<file path="src/rtl/adder_pkg.sv">
// -----------------------------------------------------------------------------
// adder_pkg
//   Shared definitions for the pipelined add/subtract/accumulate unit.
//   - op_e         : 2-bit operation encoding carried through the pipeline
//   - op_writes_acc: true for operations that update the running accumulator
// -----------------------------------------------------------------------------
package adder_pkg;

    typedef enum logic [1:0] {
        OP_ADD = 2'b00,
        OP_SUB = 2'b01,
        OP_ACC = 2'b10,
        OP_CLR = 2'b11
    } op_e;

    // ACC and CLR are the only operations that own the accumulator.
    function automatic logic op_writes_acc(input op_e op);
        return (op == OP_ACC) || (op == OP_CLR);
    endfunction

endpackage

</file>
<file path="src/rtl/adder_alu.sv">
// -----------------------------------------------------------------------------
// adder_alu
//   Purely combinational compute slice used by stage 2 of adder_pipe_acc.
//   All arithmetic is done at WIDTH+1 bits so the carry/borrow falls out of
//   the top bit.
//
//   Parameters
//     WIDTH    operand/result width (>= 2)
//     SAT      1 = unsigned saturation, 0 = wrap-around
//
//   Ports
//     op        operation (ADD/SUB/ACC/CLR)
//     a, b      registered operands from stage 1 (b unused for ACC/CLR)
//     acc       current accumulator value
//     sum       result (after optional saturation)
//     cout      carry for ADD/ACC, borrow for SUB, 0 for CLR
//     acc_next  value the accumulator takes if acc_we is set
//     acc_we    accumulator write request (ACC or CLR)
// -----------------------------------------------------------------------------
module adder_alu
    import adder_pkg::*;
#(
    parameter int unsigned WIDTH = 4,
    parameter int unsigned SAT   = 0
) (
    input  op_e              op,
    input  logic [WIDTH-1:0] a,
    input  logic [WIDTH-1:0] b,
    input  logic [WIDTH-1:0] acc,
    output logic [WIDTH-1:0] sum,
    output logic             cout,
    output logic [WIDTH-1:0] acc_next,
    output logic             acc_we
);

    logic [WIDTH-1:0] add_lhs;
    logic [WIDTH-1:0] add_rhs;
    logic [WIDTH:0]   add_full;
    logic [WIDTH:0]   sub_full;

    // ACC shares the adder with ADD: the accumulator replaces operand A and
    // operand A takes the place of B.
    always_comb begin
        add_lhs = a;
        add_rhs = b;
        if (op == OP_ACC) begin
            add_lhs = acc;
            add_rhs = a;
        end
    end

    assign add_full = {1'b0, add_lhs} + {1'b0, add_rhs};
    // Top bit of the extended difference is set exactly when a < b.
    assign sub_full = {1'b0, a} - {1'b0, b};

    always_comb begin
        sum  = '0;
        cout = 1'b0;
        unique case (op)
            OP_ADD, OP_ACC: begin
                cout = add_full[WIDTH];
                sum  = add_full[WIDTH-1:0];
                if ((SAT != 0) && add_full[WIDTH]) begin
                    sum = '1;
                end
            end
            OP_SUB: begin
                cout = sub_full[WIDTH];
                sum  = sub_full[WIDTH-1:0];
                if ((SAT != 0) && sub_full[WIDTH]) begin
                    sum = '0;
                end
            end
            OP_CLR: begin
                sum  = '0;
                cout = 1'b0;
            end
        endcase
    end

    // The accumulator tracks the (possibly saturated) ACC result.
    always_comb begin
        acc_we   = op_writes_acc(op);
        acc_next = acc;
        if (op == OP_ACC) begin
            acc_next = sum;
        end else if (op == OP_CLR) begin
            acc_next = '0;
        end
    end

endmodule

</file>
<file path="src/rtl/adder_pipe_acc.sv">
// -----------------------------------------------------------------------------
// adder_pipe_acc
//   Two-stage pipelined unsigned add/subtract/accumulate unit with a
//   valid/ready handshake on both sides and optional saturation.
//
//   Stage 1 registers the operands and op; stage 2 computes through
//   adder_alu and registers the result, carry and accumulator.
//
//   Parameters
//     WIDTH    operand, result and accumulator width (>= 2)
//     SAT      1 = unsigned saturating results, 0 = wrap-around
//
//   Ports
//     clk        clock, rising edge
//     rst        asynchronous reset, active low
//     in_valid   producer has an operation
//     in_ready   stage 1 can accept this cycle (combinational from out_ready)
//     in_a       operand A
//     in_b       operand B (ignored for ACC/CLR)
//     in_op      00 ADD, 01 SUB, 10 ACC, 11 CLR
//     out_valid  result is valid
//     out_ready  consumer accepts the result
//     out_sum    result
//     out_cout   carry (ADD/ACC) or borrow (SUB); 0 for CLR
//     acc_q      current accumulator value
// -----------------------------------------------------------------------------
module adder_pipe_acc
    import adder_pkg::*;
#(
    parameter int unsigned WIDTH = 4,
    parameter int unsigned SAT   = 0
) (
    input  logic             clk,
    input  logic             rst,
    input  logic             in_valid,
    output logic             in_ready,
    input  logic [WIDTH-1:0] in_a,
    input  logic [WIDTH-1:0] in_b,
    input  logic [1:0]       in_op,
    output logic             out_valid,
    input  logic             out_ready,
    output logic [WIDTH-1:0] out_sum,
    output logic             out_cout,
    output logic [WIDTH-1:0] acc_q
);

    // Stage 1 state
    logic             v1_q;
    logic [WIDTH-1:0] a_q;
    logic [WIDTH-1:0] b_q;
    op_e              op_q;

    // Stage 2 state
    logic             out_valid_q;
    logic [WIDTH-1:0] sum_q;
    logic             cout_q;

    // Handshake
    logic s2_load;
    logic s1_load;

    // ALU results
    logic [WIDTH-1:0] alu_sum;
    logic             alu_cout;
    logic [WIDTH-1:0] alu_acc_next;
    logic             alu_acc_we;

    // Stage 2 advances when empty or drained this cycle; stage 1 advances
    // when empty or when its content moves into stage 2. No skid buffer, so
    // backpressure reaches in_ready combinationally.
    assign s2_load  = !out_valid_q || out_ready;
    assign s1_load  = !v1_q || s2_load;
    assign in_ready = s1_load;

    // -------------------------------------------------------------------------
    // Stage 1: operand registers
    // -------------------------------------------------------------------------
    always_ff @(posedge clk or negedge rst) begin
        if (!rst) begin
            v1_q <= 1'b0;
            a_q  <= '0;
            b_q  <= '0;
            op_q <= OP_ADD;
        end else if (s1_load) begin
            v1_q <= in_valid;
            // Operands only matter alongside valid; skip the load otherwise.
            if (in_valid) begin
                a_q  <= in_a;
                b_q  <= in_b;
                op_q <= op_e'(in_op);
            end
        end
    end

    // -------------------------------------------------------------------------
    // Stage 2: compute
    // -------------------------------------------------------------------------
    adder_alu #(
        .WIDTH (WIDTH),
        .SAT   (SAT)
    ) u_alu (
        .op       (op_q),
        .a        (a_q),
        .b        (b_q),
        .acc      (acc_q),
        .sum      (alu_sum),
        .cout     (alu_cout),
        .acc_next (alu_acc_next),
        .acc_we   (alu_acc_we)
    );

    // -------------------------------------------------------------------------
    // Stage 2: result and accumulator registers
    // -------------------------------------------------------------------------
    // The accumulator is written only at the edge where an ACC/CLR moves from
    // stage 1 into stage 2. A stalled result is not reloaded, so an ACC sitting
    // in stage 2 cannot be applied twice; an ACC stuck in stage 1 has not been
    // applied yet. Back-to-back ACCs therefore see each other's result.
    always_ff @(posedge clk or negedge rst) begin
        if (!rst) begin
            out_valid_q <= 1'b0;
            sum_q       <= '0;
            cout_q      <= 1'b0;
            acc_q       <= '0;
        end else if (s2_load) begin
            out_valid_q <= v1_q;
            if (v1_q) begin
                sum_q  <= alu_sum;
                cout_q <= alu_cout;
                if (alu_acc_we) begin
                    acc_q <= alu_acc_next;
                end
            end
        end
    end

    assign out_valid = out_valid_q;
    assign out_sum   = sum_q;
    assign out_cout  = cout_q;

endmodule

</file>
<file path="config.mk">
export PLATFORM = sky130hd
export DESIGN_NAME = adder_pipe_acc
export DESIGN_NICKNAME = d
export VERILOG_FILES = /design/src/rtl/adder_pkg.sv /design/src/rtl/adder_alu.sv /design/src/rtl/adder_pipe_acc.sv
export SDC_FILE = /design/constraint.sdc
export NUM_CORES = 1
export LEC_CHECK = 0
export CORE_UTILIZATION = 35
export DETAILED_ROUTE_END_ITERATION = 7
export HOLD_SLACK_MARGIN = 0.05
export SKIP_CTS_REPAIR_TIMING = 1
export SLEW_MARGIN = 20
export SYNTH_ARGS = -nofsm -noshare
export SYNTH_HDL_FRONTEND = slang
export SYNTH_SLANG_ARGS = --single-unit
</file>
<file path="constraint.sdc">
create_clock -name clk -period 6.8 [get_ports clk]
set_clock_uncertainty 0.1 [all_clocks]
set_input_delay 2.04 -clock clk [delete_from_list [all_inputs] [get_ports clk]]
set_output_delay 2.04 -clock clk [all_outputs]
set_load 0.005 [all_outputs]
</file>
Word-level counts from Yosys, hierarchy flattened
Cells that the tools add are included.
Widths: inputs -> output; s select.
- $add $sub $neg: 2
- equal/unequal tests: 3
- mux-type cells: 6
- reductions and logical operators: 11
- operator list (operator ; count):
    $mux 4 ; 4
    $pmux 4 s3 ; 1
    $add 4x4->5 ; 1
    $sub 4x4->5 ; 1
    $eq 2x2->1 const B ; 2
    $reduce_and 2->1 ; 2
    $reduce_and 4->1 ; 1
    $logic_or 1x1->1 ; 3
    $pmux 1 s3 ; 1
    $eq 2x1->1 const B ; 1
    $logic_not 1->1 ; 2
    $logic_not 2->1 ; 1
    $reduce_bool 2->1 ; 1
    $reduce_or 2->1 ; 1
- flip-flop bits (word level): 21
- bits of input ports: 14
- word-level logic and storage cells: 30

Longest topological paths before layout
Gate-level depths: netlist of the first run.
- depth after elaboration: 5
- gate-level depth with buffers: 12
- gate-level depth less buffers: 10

By module
A second synthesis of the first run with hierarchy kept.
- cells, all modules: 114
- area total of the unflattened synthesis: 1335.0 µm²
- modules (own cells, without submodules) (module ; instances ; cells an instance ; area each (µm²) ; seq. area each (µm²)):
    adder_pipe_acc ; 1 ; 48 ; 827.0 ; 525.5
    adder_alu ; 1 ; 66 ; 508.0 ; 0.0

Least setup slack after synthesis of the first run
No wires, ideal clock.
- path kind: input to output
- from: input out_ready
- to: output in_ready
- data arrival time: 2233 ps
- data required time: 4660 ps
- path slack: 2427 ps
- cell stages on the path: 1
- cells stage by stage: nand3b_1
- word-level cells in the longest chain between the ends: 2
- RTL lines (element ; line ; source):
    start, declared ; adder_pipe_acc.sv:41 ; input logic out_ready,
    $logic_or 1x1->1 ; adder_pipe_acc.sv:71 ; assign s2_load = !out_valid_q || out_ready;
    $logic_or 1x1->1 ; adder_pipe_acc.sv:72 ; assign s1_load = !v1_q || s2_load;
    end, declared ; adder_pipe_acc.sv:36 ; output logic in_ready,
Every way passes these cells.

Worst setup path in the final report of the first run
Same ends and word-level chain as after synthesis.

==> results.yml, run 1 <==
layout:
  nets: 171
  synthToLayoutAreaGrowth_pct: 25.23
  drive_gt1_frac: 0.1507
  diodes: 0
  fillers: 343
synthesis:
  ys_warn_count: 0
  seq_area_frac_synth: 0.4255
  synth.cell_area_sq_um: 1235
  synth_edf_count: 0
  ys_seq_elements: 21
  synth_area_per_cell_sq_um: 10.29
  syn_inst: 120
  synth_cell_types: 28
  syn_nets: 144
  async_reset_ff_frac: 1.000
  ys.flop_type: "dfrtp_1"
timing:
  hold_viol: 0
  max_slew_margin: 0.3770
  period_share: 0.7824
  fin_hold_ws_ns: 0.3771
  fmax_mhz: 188.0
  maxSlewViolCount: 0
  rsz0062_at_grt: "false"
  setup_violations: 0
  tightest_slew_ns: 0.9315
  tns_ns: 0
  post-route-min-period_ns: 5.320
placed_design:
  post-dp-hpwl_um: 1766
  io_buffers: 24
  routabilityCongestion: 0.7453
setup_path:
  arrival_ns: 3.18
  cp-end-kind: "primary output"
  critical_path.max_fanout: 3
  startpoint_type: "input pin"
  path_class: "input pin to primary output"
  critical_path_required_ns: 4.66
cts:
  ctsHtreeMaxLevel: 1
  cts-root-buf: "clkbuf_4"
  path_clk_slew_ns: 0.11
  numCtsBuffers: 3
  cts_buffer_depth: 2
  cts_tree: "built"
  clock_latency_ns: 0.30
  numClockSinks: 21
floorplan:
  io_pins: 25
  die_x_um: 61.40
  die_area_sq_um: 3770
  core-area_sq_um: 3363
  start_util: 0.3672
  row_count: 21
  die_height_um: 61.40
global_route:
  grt_start_max_net_pins: 22
  grt_pass1_wl_um: 3767
  grt_overflow: 0
  antenna_found_initial: 0
  grtUsageTotal: 0.1362
  grt_pass1_vias: 919
pwr:
  power_w: 0.0004360
  leakage_nw: 0.7113
  power_density_nw_per_um2: 281.9
  ir_worst_vdd_mv: 0.1186
route:
  num_vias: 918
  ant_nets: 0
  avgViaCountPerCell: 4.781
  drt_iter0_markers: 9
  drc_errors: 0
  wl_per_cell_um: 11.57
  firstDrtPassIters: 4
  wl_um: 2221
run:
  max_cap_viol_count: 0
status:
  status: "completed"
hold_path:
  worstHoldPathType: "flip-flop to flip-flop"
-- final timing paths --
check / startpoint / to / slack [ns] / depth (start not counted)
worst max-delay path: out_ready / in_ready / 1.48 / 3
worst min-delay path: out_sum[2] / out_sum[2] / 0.38 / 2
worst max register to register: op_q[0] / out_sum[3] / 3.91 / 8
worst min register to register: out_sum[2] / out_sum[2] / 0.38 / 2
max in group asynchronous: rst / out_sum[3] / 3.89 / 1
min in group asynchronous: rst / a_q[1] / 2.15 / 1
-- Yosys cell counts (all sizes together), types with 2 or more instances --
cell type | number | area, sq um
fa | 2 | 40.04
nor3 | 3 | 15.01
ha | 8 | 100.1
a21oi | 3 | 18.77
o21a | 2 | 15.01
dfrtp | 21 | 525.5
nand2b | 5 | 33.78
mux2 | 15 | 172.7
a21o | 4 | 30.03
o21ai | 8 | 40.04
buf | 2 | 12.51
nor2 | 7 | 26.28
inv | 8 | 30.03
nor2b | 7 | 43.79
nand2 | 17 | 66.32
-- layout by cell type, fill, tap and decap left out --
master / n
nand2_1: 16
o21ai_0: 8
dfrtp_1: 21
nand2_2: 1
or2b_1: 1
a21o_1: 4
nand3b_1: 1
nor2b_1: 7
fa_1: 2
nor3b_1: 1
o31a_1: 1
ha_1: 8
a21oi_2: 1
o21a_1: 2
mux2_4: 1
o21bai_1: 1
clkbuf_1: 1
a21oi_1: 2
nor3_1: 3
nand2b_1: 4
and2_4: 1
nor2_1: 7
mux2_2: 14
clkdlybuf4s50_1: 24
inv_1: 8
and3b_1: 1
o221ai_1: 1
nand2b_2: 1
clkbuf_4: 3
-- per-layer routing --
layer | track usage | routed length, um | part of all wire | vias to the layer above
met5 | 0 | 0 | 0 | -
met4 | 0.03810 | 15 | 0.0068 | 0
met3 | 0.01891 | 74 | 0.033 | 2
met2 | 0.2469 | 1131 | 0.51 | 17
met1 | 0.1691 | 999 | 0.45 | 444
li1 | - | - | - | 455
-- power breakdown --
group          total (W)  internal [W]  switching (W)
Clock          0.0000599     0.0000228      0.0000371
Combinational   0.000196      0.000116      0.0000798
Sequential      0.000180      0.000157      0.0000237
Total           0.000436      0.000295       0.000141
-- worst max-delay path, cell delays in order --
cell and delay (ns):
clkdlybuf4s50_1 0.46, nand3b_1 0.15, clkdlybuf4s50_1 0.52
-- stage by stage --
| step | utilization | instances | cell area, sq um | worst slack [ns] |
|---|---|---|---|---|
| 5_1_grt | 0.4598 | 192 | 1546 | 1.448 |
| 6_report | 0.4598 | 192 | 1546 | 1.480 |
| 2_1_floorplan | - | 120 | 1235 | 2.427 |
| 3_5_place_dp | 0.4520 | 188 | 1520 | 1.484 |
| 3_3_place_gp | 0.4520 | 188 | 1520 | 1.485 |
| 4_1_cts | 0.4598 | 192 | 1546 | 1.474 |
-- flip-flops by register name, indices dropped and copies added (netlist names) --
| signal | flops |
|---|---|
| out_cout | 1 |
| b_q | 4 |
| acc_q | 4 |
| out_sum | 4 |
| op_q | 2 |
| a_q | 4 |
| v1_q | 1 |
| out_valid | 1 |
-- kinds of logic (layout without fill, tap and decap cells) --
| group | count (synthesis) | after routing | synth area share |
|---|---|---|---|
| simple gates | 44 | 44 | 0.1824 |
| flops | 21 | 21 | 0.4255 |
| compound gates | 20 | 20 | 0.1044 |
| buf+inv | 10 | 36 | 0.03445 |
| mux | 15 | 15 | 0.1398 |
| fa+ha+maj | 10 | 10 | 0.1135 |
-- area by class of cell --
cell class	instances	area, sq um	area share
timing repair buffer	24	240.2	0.1553
clock buffer	4	26.28	0.01699
inverter	8	30.03	0.01942
multi-input combinational	89	666.9	0.4312
sequential	21	525.5	0.3398
tap	46	57.56	0.03722
Note: power is estimated with default switching activity, not from simulation.
==> run 2: changes to the inputs <==
==> constraint.sdc (replaced) <==
create_clock -name clk -period 5.1 [get_ports clk]
set_clock_uncertainty 0.1 [all_clocks]
set_input_delay 1.53 -clock clk [delete_from_list [all_inputs] [get_ports clk]]
set_output_delay 1.53 -clock clk [all_outputs]
set_load 0.005 [all_outputs]
==> run 2 against run 1 <==
Compared with the run above:
- die area unchanged
- power increased by 34%
- non-clock buffer count unchanged
- cell area about the same
- sequential share of layout area about the same
- hold slack improved by 0.0026 ns
- core utilization about the same
- clock-buffer cell count decreased by 1
- largest cell class unchanged
==> results.yml, run 2 (same netlist as run 1, synthesis figures left out) <==
pwr:
  combPwrFrac: 0.445
  clockPowerShare: 0.144
  p_sw_frac: 0.3292
  leakage_nw: 0.7140
  seqPwrFrac: 0.411
  power_density_nw_per_um2: 377.9
  power_w: 0.0005848
  internal_power_w: 0.0003923
  ir_worst_vdd_mv: 0.1411
  p_sw_w: 0.0001925
cts:
  clock_latency_ns: 0.31
  cts-root-buf: "clkbuf_4"
  cts_buffer_depth: 2
  cts_tree: "built"
  path_clk_slew_ns: 0.12
  numClockSinks: 21
  ctsHtreeMaxLevel: 1
  numCtsBuffers: 3
setup_path:
  cp-end-kind: "primary output"
  critical_path_required_ns: 3.47
  worst_path_max_delay_cell: "clkdlybuf4s50_1"
  max_stage_delay_ns: 0.53
  critical_path.max_fanout: 3
  r2r_setup_slack_ns: 2.24
  cp_cell_sequence: "clkdlybuf4s50_1, nand3b_1, clkdlybuf4s50_1"
  startpoint_type: "input pin"
  arrival_ns: 2.70
  path_common_cell: "clkdlybuf4s50_1"
  path_class: "input pin to primary output"
global_route:
  grt_start_max_net_pins: 22
  grt_overflow: 0
  grtUsageTotal: 0.1451
  grt_pass1_wl_um: 3926
  antenna_found_initial: 0
  grt_pass1_vias: 960
route:
  wl_per_cell_um: 11.94
  avgViaCountPerCell: 4.760
  ant_nets: 0
  num_vias: 914
  drt_iter0_markers: 13
  wl_um: 2292
  drc_errors: 0
  firstDrtPassIters: 2
status:
  status: "completed"
layout:
  final_cell_mix: "clkdlybuf4s50_1, dfrtp_1, nand2_1, mux2_2"
  final_common_cell: "clkdlybuf4s50_1"
  final_area_sq_um: 1548
  synthToLayoutAreaGrowth_pct: 25.33
  drive_gt1_frac: 0.1575
  diodes: 0
  nets: 171
floorplan:
  start_util: 0.3672
  die_x_um: 61.40
  io_pins: 25
  core-area_sq_um: 3363
  die_area_sq_um: 3770
  row_count: 21
  die_height_um: 61.40
placed_design:
  io_buffers: 24
  pre_cts_ws_ns: 0.7782
  post-dp-hpwl_um: 1804
  routabilityCongestion: 0.7455
  dpl_cell_area_sq_um: 1520
timing:
  post-route-min-period_ns: 4.334
  maxSlewViolCount: 0
  tns_ns: 0
  max_slew_margin: 0.3696
  setup_violations: 0
  period_share: 0.8498
  tightest_slew_ns: 0.9427
  fmax_mhz: 230.7
  rsz0062_at_grt: "false"
  timing.final.ws_setup_ns: 0.7661
  hold_viol: 0
run:
  max_cap_viol_count: 0
hold_path:
  worstHoldPathType: "flip-flop to flip-flop"
## run 2: worst paths after layout
path                       depth (start not counted)       start          to
min                                                2  out_sum[2]  out_sum[2]
max in group asynchronous                          1         rst        v1_q
max                                                3   out_ready    in_ready
max reg2reg                                        8     op_q[0]  out_sum[3]
min reg2reg                                        2  out_sum[2]  out_sum[2]
min in group asynchronous                          1         rst      b_q[1]
## run 2: worst max-delay path, delay by kind of cell
| kind | cells | cell delay [ns] |
|---|---|---|
| buffers and inverters | 2 | 1.00 |
| and+or+nand+nor | 1 | 0.17 |
## run 2: area by class of cell
class / instances / area, sq um
Fill cell: 352 / 1815
Clock buffer: 3 / 22.52
Sequential cell: 21 / 525.5
Tap cell: 46 / 57.56
Inverter: 8 / 30.03
Clock inverter: 1 / 5.005
Multi-Input combinational cell: 89 / 666.9
Timing Repair Buffer: 24 / 240.2
## run 2: through the flow
step	utilization	cells	hold WS, ns
after floorplan	-	120	0.3628
after global placement	0.4520	188	0.3511
after detailed placement	0.4520	188	0.3566
after CTS	0.4602	192	0.3852
after global routing	0.4602	192	0.4300
final	0.4602	192	0.3797
## run 2: layer usage
| layer | vias up | global-route usage | wire (um) |
|---|---|---|---|
| met3 | 5 | 0.01891 | 60 |
| met5 | - | 0 | 0 |
| li1 | 459 | - | - |
| met4 | 0 | 0.06667 | 44 |
| met1 | 436 | 0.1782 | 1053 |
| met2 | 14 | 0.2531 | 1133 |
## run 2: power by group through the flow
stage	clock, W	combinational [W]	sequential, W
after floorplan	0	0.000159	0.000239
after global placement	0	0.000257	0.000243
after detailed placement	0	0.000263	0.000245
after CTS	0.0000869	0.000264	0.000241
after global routing	0.0000921	0.000295	0.000248
final	0.0000844	0.000260	0.000240
==> run 3: changes to the inputs <==
==> constraint.sdc (replaced) <==
create_clock -name clk -period 3.7 [get_ports clk]
set_clock_uncertainty 0.1 [all_clocks]
set_input_delay 1.11 -clock clk [delete_from_list [all_inputs] [get_ports clk]]
set_output_delay 1.11 -clock clk [all_outputs]
set_load 0.005 [all_outputs]
==> run 3 against run 2 <==
Compared with the run above:
- largest power group unchanged
- cell area increased by 0.16%
- global-route usage decreased by 0.26 points
- highest routed layer unchanged
- power rose by 38%
- clock-buffer cell count is the same
- critical endpoint unchanged
- combinational power grew 38%
- worst setup slack worse by 0.52 ns
- largest cell class unchanged
==> results.yml, run 3 (same netlist as run 1, synthesis figures left out) <==
setup_path:
  critical-path-top-delay-family: "buffers and inverters"
  crit_cells: 3
  startpoint: "out_ready"
  r2r_setup_slack_ns: 0.81
  critPathBufInv: 2
  path_common_cell: "clkdlybuf4s50_1"
  arrival_ns: 2.24
  reg2reg_to: "out_sum[3]"
  crit_end: "in_ready"
  critical_path_required_ns: 2.49
  path_class: "input pin to primary output"
  worst_path_max_delay_cell: "clkdlybuf4s50_1"
  cp-end-kind: "primary output"
  critical_path.max_fanout: 3
  r2r_cells: 8
  max_stage_delay_ns: 0.52
  startpoint_type: "input pin"
  cp_cell_sequence: "clkdlybuf4s50_1, nand3b_1, clkdlybuf4s50_1"
  reg2reg_from: "op_q[0]"
timing:
  post-route-min-period_ns: 3.453
  tightest_slew_ns: 0.9184
  setup_violations: 0
  tns_ns: 0
  max_slew_margin: 0.3858
  hold_viol: 0
  maxSlewViolCount: 0
  rsz0062_at_grt: "false"
  period_share: 0.9331
  fmax_mhz: 289.6
route:
  avgViaCountPerCell: 4.901
  ant_nets: 0
  wl_per_cell_um: 12.16
  drc_errors: 0
  num_vias: 941
  wl_um: 2334
  firstDrtPassIters: 4
  drt_iter0_markers: 23
layout:
  final_common_cell: "clkdlybuf4s50_1"
  diodes: 0
  finalNonFillerCells: 192
  fillers: 352
  nets: 171
  regArea_sq_um: 525.5
  final_cell_mix: "clkdlybuf4s50_1, dfrtp_1, nand2_1, mux2_2"
  drive_gt1_frac: 0.1575
  synthToLayoutAreaGrowth_pct: 25.53
  multi_input_area_sq_um: 666.9
hold_path:
  worstHoldPathType: "flip-flop to flip-flop"
cts:
  cts_tree: "built"
  cts-root-buf: "clkbuf_4"
  ctsHtreeMaxLevel: 1
  numCtsBuffers: 3
  clock_latency_ns: 0.32
  cts_buffer_depth: 2
  path_clk_slew_ns: 0.13
  numClockSinks: 21
floorplan:
  core-area_sq_um: 3363
  die_height_um: 61.40
  die_area_sq_um: 3770
  die_x_um: 61.40
  row_count: 21
  start_util: 0.3672
  io_pins: 25
placed_design:
  post-dp-hpwl_um: 1859
  io_buffers: 24
  routabilityCongestion: 0.7381
  dp.cells: 188
pwr:
  ir_worst_vdd_mv: 0.2265
  power_w: 0.0008073
  power_density_nw_per_um2: 520.8
  leakage_nw: 0.7103
global_route:
  grt_start_max_net_pins: 22
  grt_pass1_wl_um: 3788
  antenna_found_initial: 0
  grt_overflow: 0
  grt_pass1_vias: 915
  grtUsageTotal: 0.1425
status:
  status: "completed"
run:
  max_cap_viol_count: 0
[run 3: cell type report]
cell class / count / share of cell area
inverters: 8 / 0.01937
multi-input cells: 89 / 0.4302
repair buffers: 24 / 0.1550
clock inverters: 1 / 0.004843
well taps: 46 / 0.03713
flip-flops and latches: 21 / 0.3390
clock buffers: 3 / 0.01453
[run 3: per-stage QoR]
| stage | worst slack [ns] | utilization | hold slack [ns] | area [sq um] |
|---|---|---|---|---|
| after floorplan | 1.187 | - | 0.3628 | 1235 |
| after global placement | 0.2451 | 0.4520 | 0.3509 | 1520 |
| after detailed placement | 0.2478 | 0.4520 | 0.3556 | 1520 |
| after CTS | 0.2380 | 0.4609 | 0.3852 | 1550 |
| after global routing | 0.2144 | 0.4609 | 0.4048 | 1550 |
| final | 0.2473 | 0.4609 | 0.3791 | 1550 |
[run 3: how the worst min path moves through the flow]
stage / startpoint / end / slack, ns / cells after the start
global route: out_sum[0] / out_sum[0] / 0.40 / 2
detailed placement: out_sum[2] / out_sum[2] / 0.36 / 2
finish: out_sum[2] / out_sum[2] / 0.38 / 2
global placement: out_sum[2] / out_sum[2] / 0.35 / 2
floorplan: out_sum[0] / out_sum[0] / 0.36 / 2
CTS: out_sum[2] / out_sum[2] / 0.39 / 2
[run 3: worst min-delay path: cells and delay by family, from the launching register on]
kind	cells	cell delay, ns
flops	1	0.37
simple gates	2	0.10
[run 3: where the power goes]
part | total [W] | leakage (nW) | switching, W | internal [W]
Combinational | 0.000358 | 0.447 | 0.000145 | 0.000213
Sequential | 0.000331 | 0.249 | 0.0000435 | 0.000288
Clock | 0.000118 | 0.0139 | 0.0000769 | 0.0000414
[run 3: metal layers]
metal	track usage	vias to the layer above	wire, um
met2	0.2547	15	1203
li1	-	463	-
met3	0.02101	4	70
met1	0.1640	459	1032
met5	0	-	0
met4	0.07619	0	27
